===== src/rtl/msg_pkg.sv =====
// rtl/msg_pkg.sv - message ids, letter codes, lengths and glyph geometry for the message sequencer
package msg_pkg;

  localparam int GLYPH       = 50;
  localparam int GLYPH_SQ    = GLYPH * GLYPH;
  localparam int MSG_ROW     = 190;
  localparam int MSG_COL     = 170;
  localparam int MAX_CHARS   = 8;
  localparam int HOLD_FRAMES = 120;
  localparam int ADDR_W      = 16;
  localparam int CHAR_W      = $clog2(MAX_CHARS + 1);

  typedef enum logic [1:0] {
    MSG_NONE   = 2'd0,
    MSG_READY  = 2'd1,
    MSG_WAND   = 2'd2,
    MSG_TIMEUP = 2'd3
  } msg_e;

  typedef enum logic [4:0] {
    L_A, L_B, L_C, L_D, L_E, L_F, L_G, L_H, L_I, L_J, L_K, L_L, L_M,
    L_N, L_O, L_P, L_Q, L_R, L_S, L_T, L_U, L_V, L_W, L_X, L_Y, L_Z,
    L_SPACE
  } letter_e;

  localparam logic [CHAR_W-1:0] LEN_NONE   = CHAR_W'(0);
  localparam logic [CHAR_W-1:0] LEN_READY  = CHAR_W'(5);
  localparam logic [CHAR_W-1:0] LEN_WAND   = CHAR_W'(4);
  localparam logic [CHAR_W-1:0] LEN_TIMEUP = CHAR_W'(8);

  function automatic logic [CHAR_W-1:0] msg_len(msg_e m);
    case (m)
      MSG_READY:  msg_len = LEN_READY;
      MSG_WAND:   msg_len = LEN_WAND;
      MSG_TIMEUP: msg_len = LEN_TIMEUP;
      default:    msg_len = LEN_NONE;
    endcase
  endfunction

  // Out-of-range indices return SPACE so they can never reach the ROM
  function automatic letter_e msg_code(msg_e m, logic [CHAR_W-1:0] idx);
    msg_code = L_SPACE;
    case (m)
      MSG_READY: begin
        case (idx)
          4'd0: msg_code = L_R;
          4'd1: msg_code = L_E;
          4'd2: msg_code = L_A;
          4'd3: msg_code = L_D;
          4'd4: msg_code = L_Y;
          default: msg_code = L_SPACE;
        endcase
      end
      MSG_WAND: begin
        case (idx)
          4'd0: msg_code = L_W;
          4'd1: msg_code = L_A;
          4'd2: msg_code = L_N;
          4'd3: msg_code = L_D;
          default: msg_code = L_SPACE;
        endcase
      end
      MSG_TIMEUP: begin
        case (idx)
          4'd0: msg_code = L_T;
          4'd1: msg_code = L_I;
          4'd2: msg_code = L_M;
          4'd3: msg_code = L_E;
          4'd4: msg_code = L_S;
          4'd5: msg_code = L_SPACE;
          4'd6: msg_code = L_U;
          4'd7: msg_code = L_P;
          default: msg_code = L_SPACE;
        endcase
      end
      default: msg_code = L_SPACE;
    endcase
  endfunction

endpackage


===== src/rtl/glyph_addr_gen.sv =====
// rtl/glyph_addr_gen.sv - message window test, glyph pixel counters and letter ROM address
module glyph_addr_gen
  import msg_pkg::*;
(
  input  logic              clk,
  input  logic              reset,
  input  logic [8:0]        row,
  input  logic [9:0]        col,
  input  msg_e              msg,
  output logic [ADDR_W-1:0] glyph_addr,
  output logic              glyph_en
);

  logic [9:0]        col_end;
  logic              in_win;
  logic [5:0]        px;
  logic [5:0]        px_q;
  logic [5:0]        py;
  logic [CHAR_W-1:0] char_idx;
  logic [CHAR_W-1:0] char_q;
  letter_e           code;
  logic [ADDR_W-1:0] addr_next;

  // Window test and current cell position; counters restart at the window's left edge
  always_comb begin
    col_end   = 10'(MSG_COL) + 10'(msg_len(msg)) * 10'(GLYPH);
    in_win    = (row >= 9'(MSG_ROW)) && (row < 9'(MSG_ROW + GLYPH)) &&
                (col >= 10'(MSG_COL)) && (col < col_end);
    px        = (col == 10'(MSG_COL)) ? 6'd0 : px_q;
    char_idx  = (col == 10'(MSG_COL)) ? '0 : char_q;
    py        = in_win ? 6'(row - 9'(MSG_ROW)) : 6'd0;
    code      = msg_code(msg, char_idx);
    addr_next = ADDR_W'(code) * ADDR_W'(GLYPH_SQ) + ADDR_W'(py) * ADDR_W'(GLYPH) + ADDR_W'(px);
  end

  // Advance counters inside the window and register the address; SPACE cells keep the old address
  always_ff @(posedge clk) begin
    if (reset) begin
      px_q       <= 6'd0;
      char_q     <= '0;
      glyph_addr <= '0;
      glyph_en   <= 1'b0;
    end else begin
      glyph_en <= 1'b0;
      if (in_win) begin
        if (px == 6'(GLYPH - 1)) begin
          px_q   <= 6'd0;
          char_q <= char_idx + 1'b1;
        end else begin
          px_q   <= px + 6'd1;
          char_q <= char_idx;
        end
        if (code != L_SPACE) begin
          glyph_en   <= 1'b1;
          glyph_addr <= addr_next;
        end
      end
    end
  end

endmodule


===== src/rtl/message_sequencer.sv =====
// rtl/message_sequencer.sv - game-event driven message selection with frame-aligned switching
module message_sequencer
  import msg_pkg::*;
(
  input  logic              clk,
  input  logic              reset,
  input  logic [8:0]        row,
  input  logic [9:0]        col,
  input  logic              game_start,
  input  logic              countdown_done,
  input  logic              time_expired,
  output logic [ADDR_W-1:0] glyph_addr,
  output logic              glyph_en,
  output logic [1:0]        msg_id,
  output logic              msg_busy
);

  localparam int HOLD_W = $clog2(HOLD_FRAMES);

  msg_e              state, state_next;
  logic              pend_valid, pend_valid_next;
  msg_e              pend_msg, pend_msg_next;
  logic [1:0]        pend_prio, pend_prio_next;
  logic [HOLD_W-1:0] hold_cnt, hold_cnt_next;
  logic              ev_valid;
  msg_e              ev_msg;
  logic [1:0]        ev_prio;
  logic              frame_tick;
  logic              hold_expired;
  logic              advance;

  assign frame_tick   = (row == 9'd0) && (col == 10'd0);
  assign hold_expired = (hold_cnt == HOLD_W'(HOLD_FRAMES - 1));

  // Highest-priority event this cycle that applies to the message on screen
  always_comb begin
    ev_valid = 1'b0;
    ev_msg   = MSG_NONE;
    ev_prio  = 2'd0;
    if (time_expired) begin
      ev_valid = 1'b1;
      ev_msg   = MSG_TIMEUP;
      ev_prio  = 2'd3;
    end else if (game_start) begin
      ev_valid = 1'b1;
      ev_msg   = MSG_READY;
      ev_prio  = 2'd2;
    end else if (countdown_done && state == MSG_READY) begin
      ev_valid = 1'b1;
      ev_msg   = MSG_WAND;
      ev_prio  = 2'd1;
    end
  end

  // Pending merge, frame-aligned message switch and hold timer update
  always_comb begin
    pend_valid_next = pend_valid;
    pend_msg_next   = pend_msg;
    pend_prio_next  = pend_prio;
    state_next      = state;
    hold_cnt_next   = hold_cnt;
    advance         = 1'b0;
    if (ev_valid && (!pend_valid || ev_prio >= pend_prio)) begin
      pend_valid_next = 1'b1;
      pend_msg_next   = ev_msg;
      pend_prio_next  = ev_prio;
    end
    if (frame_tick) begin
      if (pend_valid_next) begin
        state_next = pend_msg_next;
        advance    = 1'b1;
      end else if (hold_expired && state == MSG_READY) begin
        state_next = MSG_WAND;
        advance    = 1'b1;
      end else if (hold_expired && state == MSG_WAND) begin
        state_next = MSG_NONE;
        advance    = 1'b1;
      end
      pend_valid_next = 1'b0;
      if (advance) begin
        hold_cnt_next = '0;
      end else if (!hold_expired) begin
        hold_cnt_next = hold_cnt + 1'b1;
      end
    end
  end

  // State, pending event and hold timer registers
  always_ff @(posedge clk) begin
    if (reset) begin
      state      <= MSG_NONE;
      pend_valid <= 1'b0;
      pend_msg   <= MSG_NONE;
      pend_prio  <= 2'd0;
      hold_cnt   <= '0;
    end else begin
      state      <= state_next;
      pend_valid <= pend_valid_next;
      pend_msg   <= pend_msg_next;
      pend_prio  <= pend_prio_next;
      hold_cnt   <= hold_cnt_next;
    end
  end

  assign msg_id   = state;
  assign msg_busy = (state != MSG_NONE);

  glyph_addr_gen u_glyph_addr_gen (
    .clk        (clk),
    .reset      (reset),
    .row        (row),
    .col        (col),
    .msg        (state),
    .glyph_addr (glyph_addr),
    .glyph_en   (glyph_en)
  );

endmodule


===== config.mk =====
export PLATFORM = sky130hd
export DESIGN_NAME = message_sequencer
export DESIGN_NICKNAME = d
export VERILOG_FILES = /design/src/rtl/msg_pkg.sv /design/src/rtl/glyph_addr_gen.sv /design/src/rtl/message_sequencer.sv
export SDC_FILE = /design/constraint.sdc
export NUM_CORES = 1
export LEC_CHECK = 0
export ABC_AREA = 0
export CAP_MARGIN = 20
export CORE_MARGIN = 3
export CORE_UTILIZATION = 55
export CTS_CLUSTER_SIZE = 20
export DETAILED_ROUTE_END_ITERATION = 8
export PLACE_DENSITY = 0.79
export SLEW_MARGIN = 30
export SYNTH_ARGS = -nofsm -noshare
export SYNTH_HDL_FRONTEND = slang
export SYNTH_SLANG_ARGS = --single-unit

===== constraint.sdc =====
create_clock -name clk -period 16.5 [get_ports clk]
set_clock_uncertainty 0.15 [all_clocks]
set_input_delay 4.125 -clock clk [delete_from_list [all_inputs] [get_ports clk]]
set_output_delay 4.125 -clock clk [all_outputs]
set_load 0.02 [all_outputs]

== After elaboration in Yosys (flattened, before gate mapping) ==
Memories as Yosys holds them, arrays and structs flattened.
Cells that the tools add are included.
Widths: inputs -> output; s select.

* Bits in registers: 41
* Bits in latches: 0
* Memory bits (writable): 0
* Memory bits (read-only): 40
* Input port bits: 24
* Output and inout bits: 20
* Word-level logic and storage cells: 89
* Memories kept: 1

* Add/sub/neg operators: 7
* Multiply operators: 3
* Div/mod/pow operators: 0
* Magnitude comparators: 5
* Equality and inequality tests: 12
* Shifts and indexed selects: 0
* Multiplexer cells: 31
* Bitwise logic cells: 1
* Reductions and logical operators: 20

{| class="wikitable"
|+ Memory list
! memory !! depth !! bits a word !! rd ports !! clocked after Yosys merged registers in !! write ports !! line !! text
|-
| (no name shown) || 8 || 5 || 1 || 0 || 0 || msg_pkg.sv:64 || <nowiki>case (idx)</nowiki>
|}

{| class="wikitable"
|+ Operators by type and width
! operator !! number
|-
| $pmux 5 s5 || 1
|-
| $pmux 5 s4 || 1
|-
| $mux 2 || 9
|-
| $mux 6 || 3
|-
| $add 16x12->16 || 1
|-
| $add 16x6->16 || 1
|-
| $pmux 5 s3 || 1
|-
| $mul 5x10->14 const B || 1
|-
| $mux 7 || 2
|-
| $pmux 4 s3 || 1
|-
| $mul 6x5->11 const B || 1
|-
| $add 8x10->10 const A || 1
|-
| $eq 10x8->1 const B || 1
|-
| $ge 10x8->1 const B || 1
|-
| $logic_not 10->1 || 1
|-
| $lt 10x10->1 || 1
|-
| $mux 1 || 10
|-
| $ge 9x8->1 const B || 1
|-
| $logic_not 9->1 || 1
|-
| $lt 9x8->1 const B || 1
|-
| $mul 4x5->9 const B || 1
|-
| $eq 4x2->1 const B || 2
|-
| $logic_and 1x1->1 || 8
|-
| $mux 4 || 2
|-
| other kinds (22) || 26
|}

== Longest topological paths before layout ==
Gate-level depths: netlist (run 1).

* Depth in word-level cells: 13
* Gate-level depth with buffers: 30
* Mapped depth without buffers: 29

== Hierarchy ==
Synthesis (run 1) repeated with hierarchy kept, for this count alone.

* Cell total of the unflattened synthesis: 566
* Area total of the unflattened synthesis: 4,734.5 um^2

{| class="wikitable"
|+ Modules (own cells, without submodules)
! module !! times used !! cells each !! area an instance (um^2) !! sequential area each (um^2)
|-
| glyph_addr_gen || 1 || 455 || 3,853.7 || 540.5
|-
| message_sequencer || 1 || 111 || 880.8 || 280.3
|}

== Worst setup path after synthesis (run 1) ==
No wires, ideal clock.

* Path kind: input to register
* Start point: input port col[2]
* End point: register u_glyph_addr_gen.glyph_addr[13]
* Library setup time: 0.128 ns
* Arrival: 9.390 ns
* Data required time: 16.222 ns
* Setup slack: 6.832 ns
* Cell stages on the path: 22
* Path buffers: 1
* Path through: nor4_4 -> nand3_1 -> clkbuf_1 -> nand2_1 -> ha_1 -> nor2_1 -> nor4b_1 -> a211o_1 -> or3_2 -> fa_1 -> ha_1 -> ha_1 -> ha_1 -> xnor2_1 -> ha_1 -> ha_1 -> or4_1 -> a21oi_1 -> o31ai_1 -> xor2_1 -> mux2i_1 -> nor2_1

* Cells in the longest elaborated chain, start to end: 8
* Elaborated cells on any way between the ends: 24
* Those cells by class: add/sub: 2; mul: 2; order compare: 2; eq/ne: 6; mux: 7; reduce/logical: 4; memory: 1

{| class="wikitable"
|+ Ends and longest elaborated chain
! item !! line !! text
|-
| from (decl) || message_sequencer.sv:8 || <nowiki>input logic [9:0] col,</nowiki>
|-
| $eq 10x8->1 || glyph_addr_gen.sv:29, glyph_addr_gen.sv:30 ||
|-
| $mux 4 || glyph_addr_gen.sv:30 || <nowiki>char_idx = (col == 10'(MSG_COL)) ? '0 : char_q;</nowiki>
|-
| $mem_v2 8x5, or another cell as far along || -- ||
|-
| $mux 5, or another cell as far along || msg_pkg.sv:64 ||
|-
| $pmux 5 s3 || msg_pkg.sv:43 || <nowiki>case (m)</nowiki>
|-
| $mul 5x10->14 || glyph_addr_gen.sv:33 || <nowiki>addr_next = ADDR_W'(code) * ADDR_W'(GLYPH_SQ) + ADDR_W'(py) * ADDR_W'(GLYPH) + ADDR_W'(px);</nowiki>
|-
| $add 16x12->16 || glyph_addr_gen.sv:33 ||
|-
| $add 16x6->16 || glyph_addr_gen.sv:33 ||
|-
| to (signal assigned) || glyph_addr_gen.sv:55 || <nowiki>glyph_addr <= addr_next;</nowiki>
|-
| to (decl) || glyph_addr_gen.sv:10 || <nowiki>output logic [ADDR_W-1:0] glyph_addr,</nowiki>
|}

Several ways; a longest one is shown, not always the timed one.
A chain may end at the register's enable or synchronous reset.

== Worst setup path after layout (run 1) ==
* Start point: input port col[2]
* End point: register u_glyph_addr_gen.glyph_addr[15]

Same word-level chain as after synthesis.

==> results.cfg, run 1 <==
[final_layout]
stdcell_count = 667
synthToLayoutAreaGrowth_pct = 13.1
nets = 688
final_util = 0.645
layout-drive-gt1-share = 0.0584
num-fill-cells = 688
seq_area_um2 = 821
multiInputGateArea_um2 = 3350
diodes = 0

[detailed_routing]
drtIter0Drc = 255
highest_layer = met4
met1_length_mm = 4.80
drc = 0
vias = 3909
wl_per_cell_um = 15.0
first_pass_iters = 5
antenna_left = 0
routed_wl_mm = 10.0
route.met3.wl_um = 625
met2_length_mm = 4.46
vias_per_cell = 5.86

[sta]
hold_slack_ps = 310
slew_headroom = 0.426
worstMarginPinSlew_ps = 861
min_period_ps = 10950
hold_violations = 0
slew_viol_final = 0
finalSetupTns_ps = 0
fin_crit_sh = 0.664
fmax_ghz = 0.0913
finalSetupViolCount = 0
setup_ws_ps = 5550
rsz0062_at_grt = no

[placed_design]
hpwlAfterDp_mm = 7.95
numPortBuffers = 43
routabilityCongestion = 0.879
place_ws_ps = 5200
dp.cells = 659

[clock_tree]
cts.repair.resized = 0
htree_levels = 2
post_cts_buffers = 0
root_buffer = clkbuf_8
clk_pin_slew_ps = 90
cts_hold_buf = 0
cts_tree = yes
cts-buffers-inserted = 5
clockBufferDepth = 2
clock_latency_ps = 300
clock-sinks = 41

[grt]
grt_pass1_wl_mm = 17.0
grt_overflow = 0
grt_pass1_vias = 3755
grt_max_degree = 38
grt_antenna_before_repair = 0
grt_use_total = 0.232

[pwr]
combPwrFrac = 0.131
ir_worst_vdd_v = 0.0000467
switchingPower_w = 0.0000549
p_int_w = 0.000159
power_density_nw_per_um2 = 42.6
clkPwrFrac = 0.398
p_sw_frac = 0.257
p_seq_frac = 0.471
p_leak_nw = 2.25

[floorplanning]
die_h_um = 95.8
die_w_um = 95.8
die-area_um2 = 9170
row_count = 32
core_area_um2 = 7770
io_pins = 44
start_util = 0.571

[run]
drv_cap = 0

[hold_path]
hold_depth = 2
worst_hold_path.endpoint = u_glyph_addr_gen.glyph_addr[10]$_SDFFE_PP0P_
hold_start = u_glyph_addr_gen.glyph_addr[10]$_SDFFE_PP0P_
hold_path_class = reg -> reg

[worst_setup_path]
crit_top_cell = ha_1
regToRegSetupSlack_ps = 9520
crit_family = simple AND/OR/NAND/NOR gates
end_kind = register
r2r_end = u_glyph_addr_gen.glyph_addr[15]$_SDFFE_PP0P_
slowest_delay_ps = 610
worstReg2RegStart = msg_id[1]$_SDFFE_PP0P_
required_ps = 16500
worstPathArrival_ps = 10950
cp-start-kind = input port
slowest_stage = nand3_1
critPathKind = in -> reg
ff2ff_path_depth = 28
path_buf_inv = 3
cp_max_fo = 23

[synthesis]
async_reset_ff_frac = 0
ys_seq_area_frac = 0.185
yosys_most_used_dff = dfxtp_1
syn-num-nets = 651
ys_seq_elements = 41
synth_warnings = 0
synth_cell_types = 67
syn_inst = 527
avgSynthCellArea_um2 = 8.41
synth_edf_count = 0
syn_area_um2 = 4430

[status]
status = completed
[per-layer routing]
layer / GRT usage / up-vias
li1: - / 1943
met1: 0.325 / 1823
met2: 0.376 / 126
met3: 0.0367 / 17
met4: 0.0521 / 0
met5: 0 / -
[worst register-to-register path, delay by kind of cell, from the launching register on]
kind / cells / cell delay (ps)
compound gates: 11 / 2080
xor+xnor: 2 / 290
fa+ha+maj: 8 / 2350
buf+inv: 3 / 360
flops: 1 / 380
simple gates: 4 / 1310
[power by group through the flow]
stage	clock (W)	combinational, W	sequential, W
floorplan	0	0.0000165	0.000103
global placement	0	0.0000269	0.000103
detailed placement	0	0.0000278	0.000103
CTS	0.0000867	0.0000281	0.000101
global route	0.0000904	0.0000315	0.000101
finish	0.0000850	0.0000281	0.000101
[cells in the final DEF (no fill, tap or decap), types with 9 or more instances in the layout]
cell type	instances
ha_1	90
nor2_1	55
inv_1	44
clkdlybuf4s50_1	43
dfxtp_1	41
a21oi_1	37
nand2_1	35
o21ai_0	22
xnor2_1	18
nand3_1	15
xor2_1	11
fa_1	10
o21a_1	9
and3_1	9
mux2i_1	9
[state kept, by name, summed over array words and instances, names as in the netlist]
register / count
u_glyph_addr_gen.glyph_addr: 16
hold_cnt: 7
u_glyph_addr_gen.px_q: 6
u_glyph_addr_gen.char_q: 4
msg_id: 2
pend_msg: 2
pend_prio: 2
pend_valid: 1
u_glyph_addr_gen.glyph_en: 1
[worst max path at each step]
stage                       from                                           end  slack (ps)  cells past startpoint
final                     col[2]  u_glyph_addr_gen.glyph_addr[15]$_SDFFE_PP0P_        5550                     25
after global placement    col[2]  u_glyph_addr_gen.glyph_addr[15]$_SDFFE_PP0P_        5530                     25
after CTS                 col[2]  u_glyph_addr_gen.glyph_addr[15]$_SDFFE_PP0P_        5530                     25
after floorplan           col[2]  u_glyph_addr_gen.glyph_addr[13]$_SDFFE_PP0P_        6830                     22
after global routing      col[2]  u_glyph_addr_gen.glyph_addr[15]$_SDFFE_PP0P_        5010                     25
after detailed placement  col[2]  u_glyph_addr_gen.glyph_addr[15]$_SDFFE_PP0P_        5200                     25
[layout make-up]
| class | instances | area share |
|---|---|---|
| flip-flops and latches | 41 | 0.164 |
| multi-input cells | 428 | 0.668 |
| well taps | 102 | 0.0255 |
| repair buffers | 44 | 0.0873 |
| inverters | 44 | 0.0329 |
| clock inverters | 3 | 0.00873 |
| clock buffers | 5 | 0.0137 |
[cells by family after synthesis]
family | after synthesis | share of synthesized area
flops | 41 | 0.185
mux | 9 | 0.0203
xor+xnor | 29 | 0.0573
simple gates | 168 | 0.191
buf+inv | 58 | 0.0593
other cells | 1 | 0.000846
compound gates | 121 | 0.187
fa+ha+maj | 100 | 0.299
[cells in the mapped netlist (all sizes together) (5+ instances only)]
master / count / area (um2)
a211oi: 7 / 67.6
a21o: 9 / 68.8
a21oi: 38 / 194
and2: 8 / 50.1
and3: 9 / 56.3
buf: 5 / 53.8
clkbuf: 9 / 43.8
dfxtp: 41 / 821
fa: 10 / 200
ha: 90 / 1130
inv: 44 / 165
mux2i: 9 / 90.1
nand2: 35 / 131
nand3: 15 / 75.1
nand4: 8 / 50.1
nor2: 59 / 236
nor3: 8 / 40.0
o21a: 9 / 67.6
o21ai: 25 / 125
o22ai: 5 / 31.3
xnor2: 18 / 158
xor2: 11 / 96.3
[through the flow]
stage / power [W] / cell area [um2]
3_3_place_gp: 0.000130 / 4900
5_1_grt: 0.000223 / 5010
2_1_floorplan: 0.000119 / 4430
3_5_place_dp: 0.000131 / 4900
6_report: 0.000214 / 5010
4_1_cts: 0.000215 / 5010
No activity file was read; power rests on OpenSTA's default activity.
==> inputs of run 2 (changes only) <==
- CORE_UTILIZATION: 55 -> 53
- PLACE_DENSITY: 0.79 -> 0.8
- clock period: 16.5 -> 9.51 ns (I/O delays scaled with it)
==> run 2 against run 1 <==
Wire length is 1.4% higher. Via count is 0.23% lower. Worst hold slack better by 2.5 ps. Sequential power is 73% higher. First-iteration DRC count is 13% higher. Non-clock buffer count is 2 higher. Count of clock-buffer cells in the layout stayed put. Final area is 0.30% higher. Register-to-register slack worse by 6700 ps. Cell count is 0.30% higher. Flip-flop and latch count stayed put. Largest power group unchanged.
==> results.cfg, run 2 (synthesized netlist as in run 1, its figures left out) <==
[floorplanning]
die_w_um = 97.5
core_area_um2 = 7930
row_count = 32
start_util = 0.559
die_h_um = 97.5
die-area_um2 = 9500
io_pins = 44

[clock_tree]
post_cts_buffers = 0
root_buffer = clkbuf_8
clock-sinks = 41
htree_levels = 2
cts_tree = yes
cts.repair.resized = 0
cts-buffers-inserted = 5
clock_latency_ps = 300
clk_pin_slew_ps = 90
cts_hold_buf = 0
clockBufferDepth = 2

[worst_setup_path]
worstPathArrival_ps = 8670
cp-start-kind = input port
cp_max_fo = 22
end_kind = register
required_ps = 9510
r2r_end = u_glyph_addr_gen.glyph_addr[15]$_SDFFE_PP0P_
critPathKind = in -> reg
ff2ff_path_depth = 28
regToRegSetupSlack_ps = 2800
worstReg2RegStart = msg_id[1]$_SDFFE_PP0P_

[placed_design]
dp.cells = 661
routabilityCongestion = 0.973
place_ws_ps = 597
numPortBuffers = 43
hpwlAfterDp_mm = 8.06

[final_layout]
synthToLayoutAreaGrowth_pct = 13.4
layout_commonest_cell = ha_1
largest_register = u_glyph_addr_gen.glyph_addr
stdcell_count = 669
reg_top3 = u_glyph_addr_gen.glyph_addr: 16 flops, hold_cnt: 7 flops, u_glyph_addr_gen.px_q: 6 flops
multiInputGateArea_um2 = 3350
layout_common_cells = ha_1, nor2_1, inv_1
diodes = 0
layout-drive-gt1-share = 0.0617
num-fill-cells = 679
largest_register_ffs = 16
nets = 690
seq_area_um2 = 821

[sta]
fin_crit_sh = 0.912
hold_slack_ps = 313
finalSetupViolCount = 0
worstMarginPinSlew_ps = 891
setup_ws_ps = 841
min_period_ps = 8670
fmax_ghz = 0.115
rsz0062_at_grt = no
finalSetupTns_ps = 0
hold_violations = 0
slew_viol_final = 0
slew_headroom = 0.406

[grt]
grt_overflow = 0
grt_max_degree = 38
grt_use_total = 0.210
grt_pass1_vias = 3744
grt_antenna_before_repair = 0
grt_pass1_wl_mm = 17.1

[status]
status = completed

[detailed_routing]
vias_per_cell = 5.83
drc = 0
drtIter0Drc = 289
wl_per_cell_um = 15.2
first_pass_iters = 5
vias = 3900
routed_wl_mm = 10.2
antenna_left = 0

[hold_path]
worst_hold_path.endpoint = u_glyph_addr_gen.glyph_addr[11]$_SDFFE_PP0P_
hold_path_class = reg -> reg
hold_start = u_glyph_addr_gen.glyph_addr[11]$_SDFFE_PP0P_
hold_depth = 2

[pwr]
ir_worst_vdd_v = 0.0000621
power.total_w = 0.000369
p_leak_nw = 2.25
power_density_nw_per_um2 = 73.4

[run]
drv_cap = 0
-- run 2: layer usage --
layer | routed length, um | track usage
met4 | 109 | 0.0437
met3 | 616 | 0.0287
met2 | 4490 | 0.330
met5 | 0 | 0
met1 | 4950 | 0.307
-- run 2: cell type report --
type,count,share of cell area
clock buffers,5,0.0137
clock inverters,3,0.00871
inverters,44,0.0328
multi-input cells,428,0.666
flip-flops and latches,41,0.163
well taps,102,0.0254
repair buffers,46,0.0901
-- run 2: worst max path at each step --
stage	from	to	slack, ps	cells after the start
after detailed placement	col[2]	u_glyph_addr_gen.glyph_addr[15]$_SDFFE_PP0P_	600	24
after floorplan	col[2]	u_glyph_addr_gen.glyph_addr[13]$_SDFFE_PP0P_	1590	22
after CTS	col[2]	u_glyph_addr_gen.glyph_addr[15]$_SDFFE_PP0P_	920	24
final	col[2]	u_glyph_addr_gen.glyph_addr[15]$_SDFFE_PP0P_	840	24
after global placement	col[2]	u_glyph_addr_gen.glyph_addr[15]$_SDFFE_PP0P_	850	25
after global routing	col[2]	u_glyph_addr_gen.glyph_addr[15]$_SDFFE_PP0P_	480	25
-- run 2: through the flow --
| step | instance area [um2] | utilization |
|---|---|---|
| 5_1_grt | 5030 | 0.634 |
| 2_1_floorplan | 4430 | - |
| 3_5_place_dp | 4920 | 0.620 |
| 4_1_cts | 5030 | 0.634 |
| 6_report | 5030 | 0.634 |
| 3_3_place_gp | 4920 | 0.620 |
-- run 2: power by group --
group,switching (W),internal [W]
registers,0.00000103,0.000173
clock network,0.0000665,0.0000788
logic,0.0000260,0.0000233
total,0.0000935,0.000276
-- run 2: critical path, stage by stage --
cell	delay, ps
clkdlybuf4s50_1	480
nor4_4	420
nand3_1	170
buf_4	230
nand2_1	130
ha_1	220
nor2_1	80
nor4b_1	140
a211o_1	330
or3_2	600
fa_1	500
ha_1	320
ha_1	300
ha_1	350
xnor2_1	190
ha_1	250
ha_1	330
o21ai_0	100
nor2_1	120
o21ai_0	170
o31ai_1	390
nand3_1	150
xnor2_1	220
a211oi_2	90
==> inputs of run 3 (changes only) <==
- PLACE_DENSITY: 0.8 -> 0.79
==> run 3 against run 2 <==
Sequential power about the same. Highest routed layer unchanged. Utilization stayed put. Fmax grew 0.12%. Global-route usage is 0.68 points higher. Critical path type unchanged. Sequential share of layout area unchanged. Final area unchanged.
==> results.cfg, run 3 (synthesized netlist as in run 1, its figures left out) <==
[pwr]
p_leak_nw = 2.24
ir_worst_vdd_v = 0.0000866
power_density_nw_per_um2 = 73.4

[placed_design]
numPortBuffers = 43
dp.cells = 661
routabilityCongestion = 0.954
hpwlAfterDp_mm = 8.32

[worst_setup_path]
crit_top_cell = ha_1
cp-start-kind = input port
crit_cells = 26
slowest_stage = or3_2
critPathKind = in -> reg
crit_family = adder cells
worstPathArrival_ps = 8740
ff2ff_path_depth = 28
end_kind = register
required_ps = 9590
slowest_delay_ps = 600
cp_max_fo = 22
path_buf_inv = 3

[clock_tree]
htree_levels = 2
cts-buffers-inserted = 5
post_cts_buffers = 0
cts_tree = yes
cts.repair.resized = 0
clock_latency_ps = 300
root_buffer = clkbuf_8
clockBufferDepth = 2
clock-sinks = 41
cts_hold_buf = 0
clk_pin_slew_ps = 80

[detailed_routing]
vias_per_cell = 5.79
vias = 3871
drtIter0Drc = 241
first_pass_iters = 5
drc = 0
antenna_left = 0
routed_wl_mm = 10.5
wl_per_cell_um = 15.7

[final_layout]
nets = 690
diodes = 0
reg_top3 = u_glyph_addr_gen.glyph_addr: 16 flops, hold_cnt: 7 flops, u_glyph_addr_gen.px_q: 6 flops
largest_register = u_glyph_addr_gen.glyph_addr
stdcell_count = 669
layout_commonest_cell = ha_1
largest_register_ffs = 16
final_util = 0.634
synthToLayoutAreaGrowth_pct = 13.4
layout-drive-gt1-share = 0.0635
layout_common_cells = ha_1, nor2_1, inv_1

[floorplanning]
io_pins = 44
die_h_um = 97.5
die_w_um = 97.5
row_count = 32
start_util = 0.559
die-area_um2 = 9500
core_area_um2 = 7930

[grt]
grt_pass1_vias = 3734
grt_use_total = 0.217
grt_antenna_before_repair = 0
grt_overflow = 0
grt_max_degree = 38
grt_pass1_wl_mm = 17.5

[sta]
rsz0062_at_grt = no
slew_viol_final = 0
finalSetupViolCount = 0
fin_crit_sh = 0.911
finalSetupTns_ps = 0
slew_headroom = 0.479
hold_violations = 0
min_period_ps = 8660
fmax_ghz = 0.115
worstMarginPinSlew_ps = 775

[run]
drv_cap = 0

[hold_path]
hold_depth = 2
hold_path_class = reg -> reg

[status]
status = completed
[run 3: cell type report]
| cell class | instances | area (um2) |
|---|---|---|
| Multi-Input combinational cell | 428 | 3350 |
| Fill cell | 698 | 2900 |
| Sequential cell | 41 | 821 |
| Timing Repair Buffer | 46 | 453 |
| Inverter | 44 | 165 |
| Tap cell | 102 | 128 |
| Clock buffer | 5 | 68.8 |
| Clock inverter | 3 | 43.8 |
[run 3: worst paths after layout]
path,start,end,slack (ps)
worst max-delay path,col[2],u_glyph_addr_gen.glyph_addr[15]$_SDFFE_PP0P_,850
worst min-delay path,u_glyph_addr_gen.glyph_addr[11]$_SDFFE_PP0P_,u_glyph_addr_gen.glyph_addr[11]$_SDFFE_PP0P_,320
worst max register to register,msg_id[1]$_SDFFE_PP0P_,u_glyph_addr_gen.glyph_addr[14]$_SDFFE_PP0P_,2730
worst min register to register,u_glyph_addr_gen.glyph_addr[11]$_SDFFE_PP0P_,u_glyph_addr_gen.glyph_addr[11]$_SDFFE_PP0P_,320
[run 3: routing by layer]
metal  up-vias  routed length [um]  track usage
met5         -                   0            0
met4         0                 146       0.0596
met3        11                 762       0.0388
met2       131                4630        0.333
met1      1793                4940        0.312
li1       1936                   -            -
[run 3: worst min-delay path, delay by kind of cell (launching register included)]
family          cells  cell delay (ps)
simple gates        1               70
flops               1              320
compound gates      1               40
[run 3: through the flow]
step	cell area [um2]	total power (W)	setup WS [ps]	hold slack, ps
detailed placement	4920	0.000227	562	304
global placement	4920	0.000225	861	300
global route	5030	0.000384	486	350
finish	5030	0.000369	851	320
floorplan	4430	0.000207	1590	294
CTS	5030	0.000372	877	323
[run 3: where the power goes]
group / switching [W] / leakage, nW / internal (W)
registers: 0.000000989 / 0.332 / 0.000173
clock network: 0.0000671 / 0.0585 / 0.0000788
logic: 0.0000255 / 1.85 / 0.0000232
total: 0.0000936 / 2.24 / 0.000275
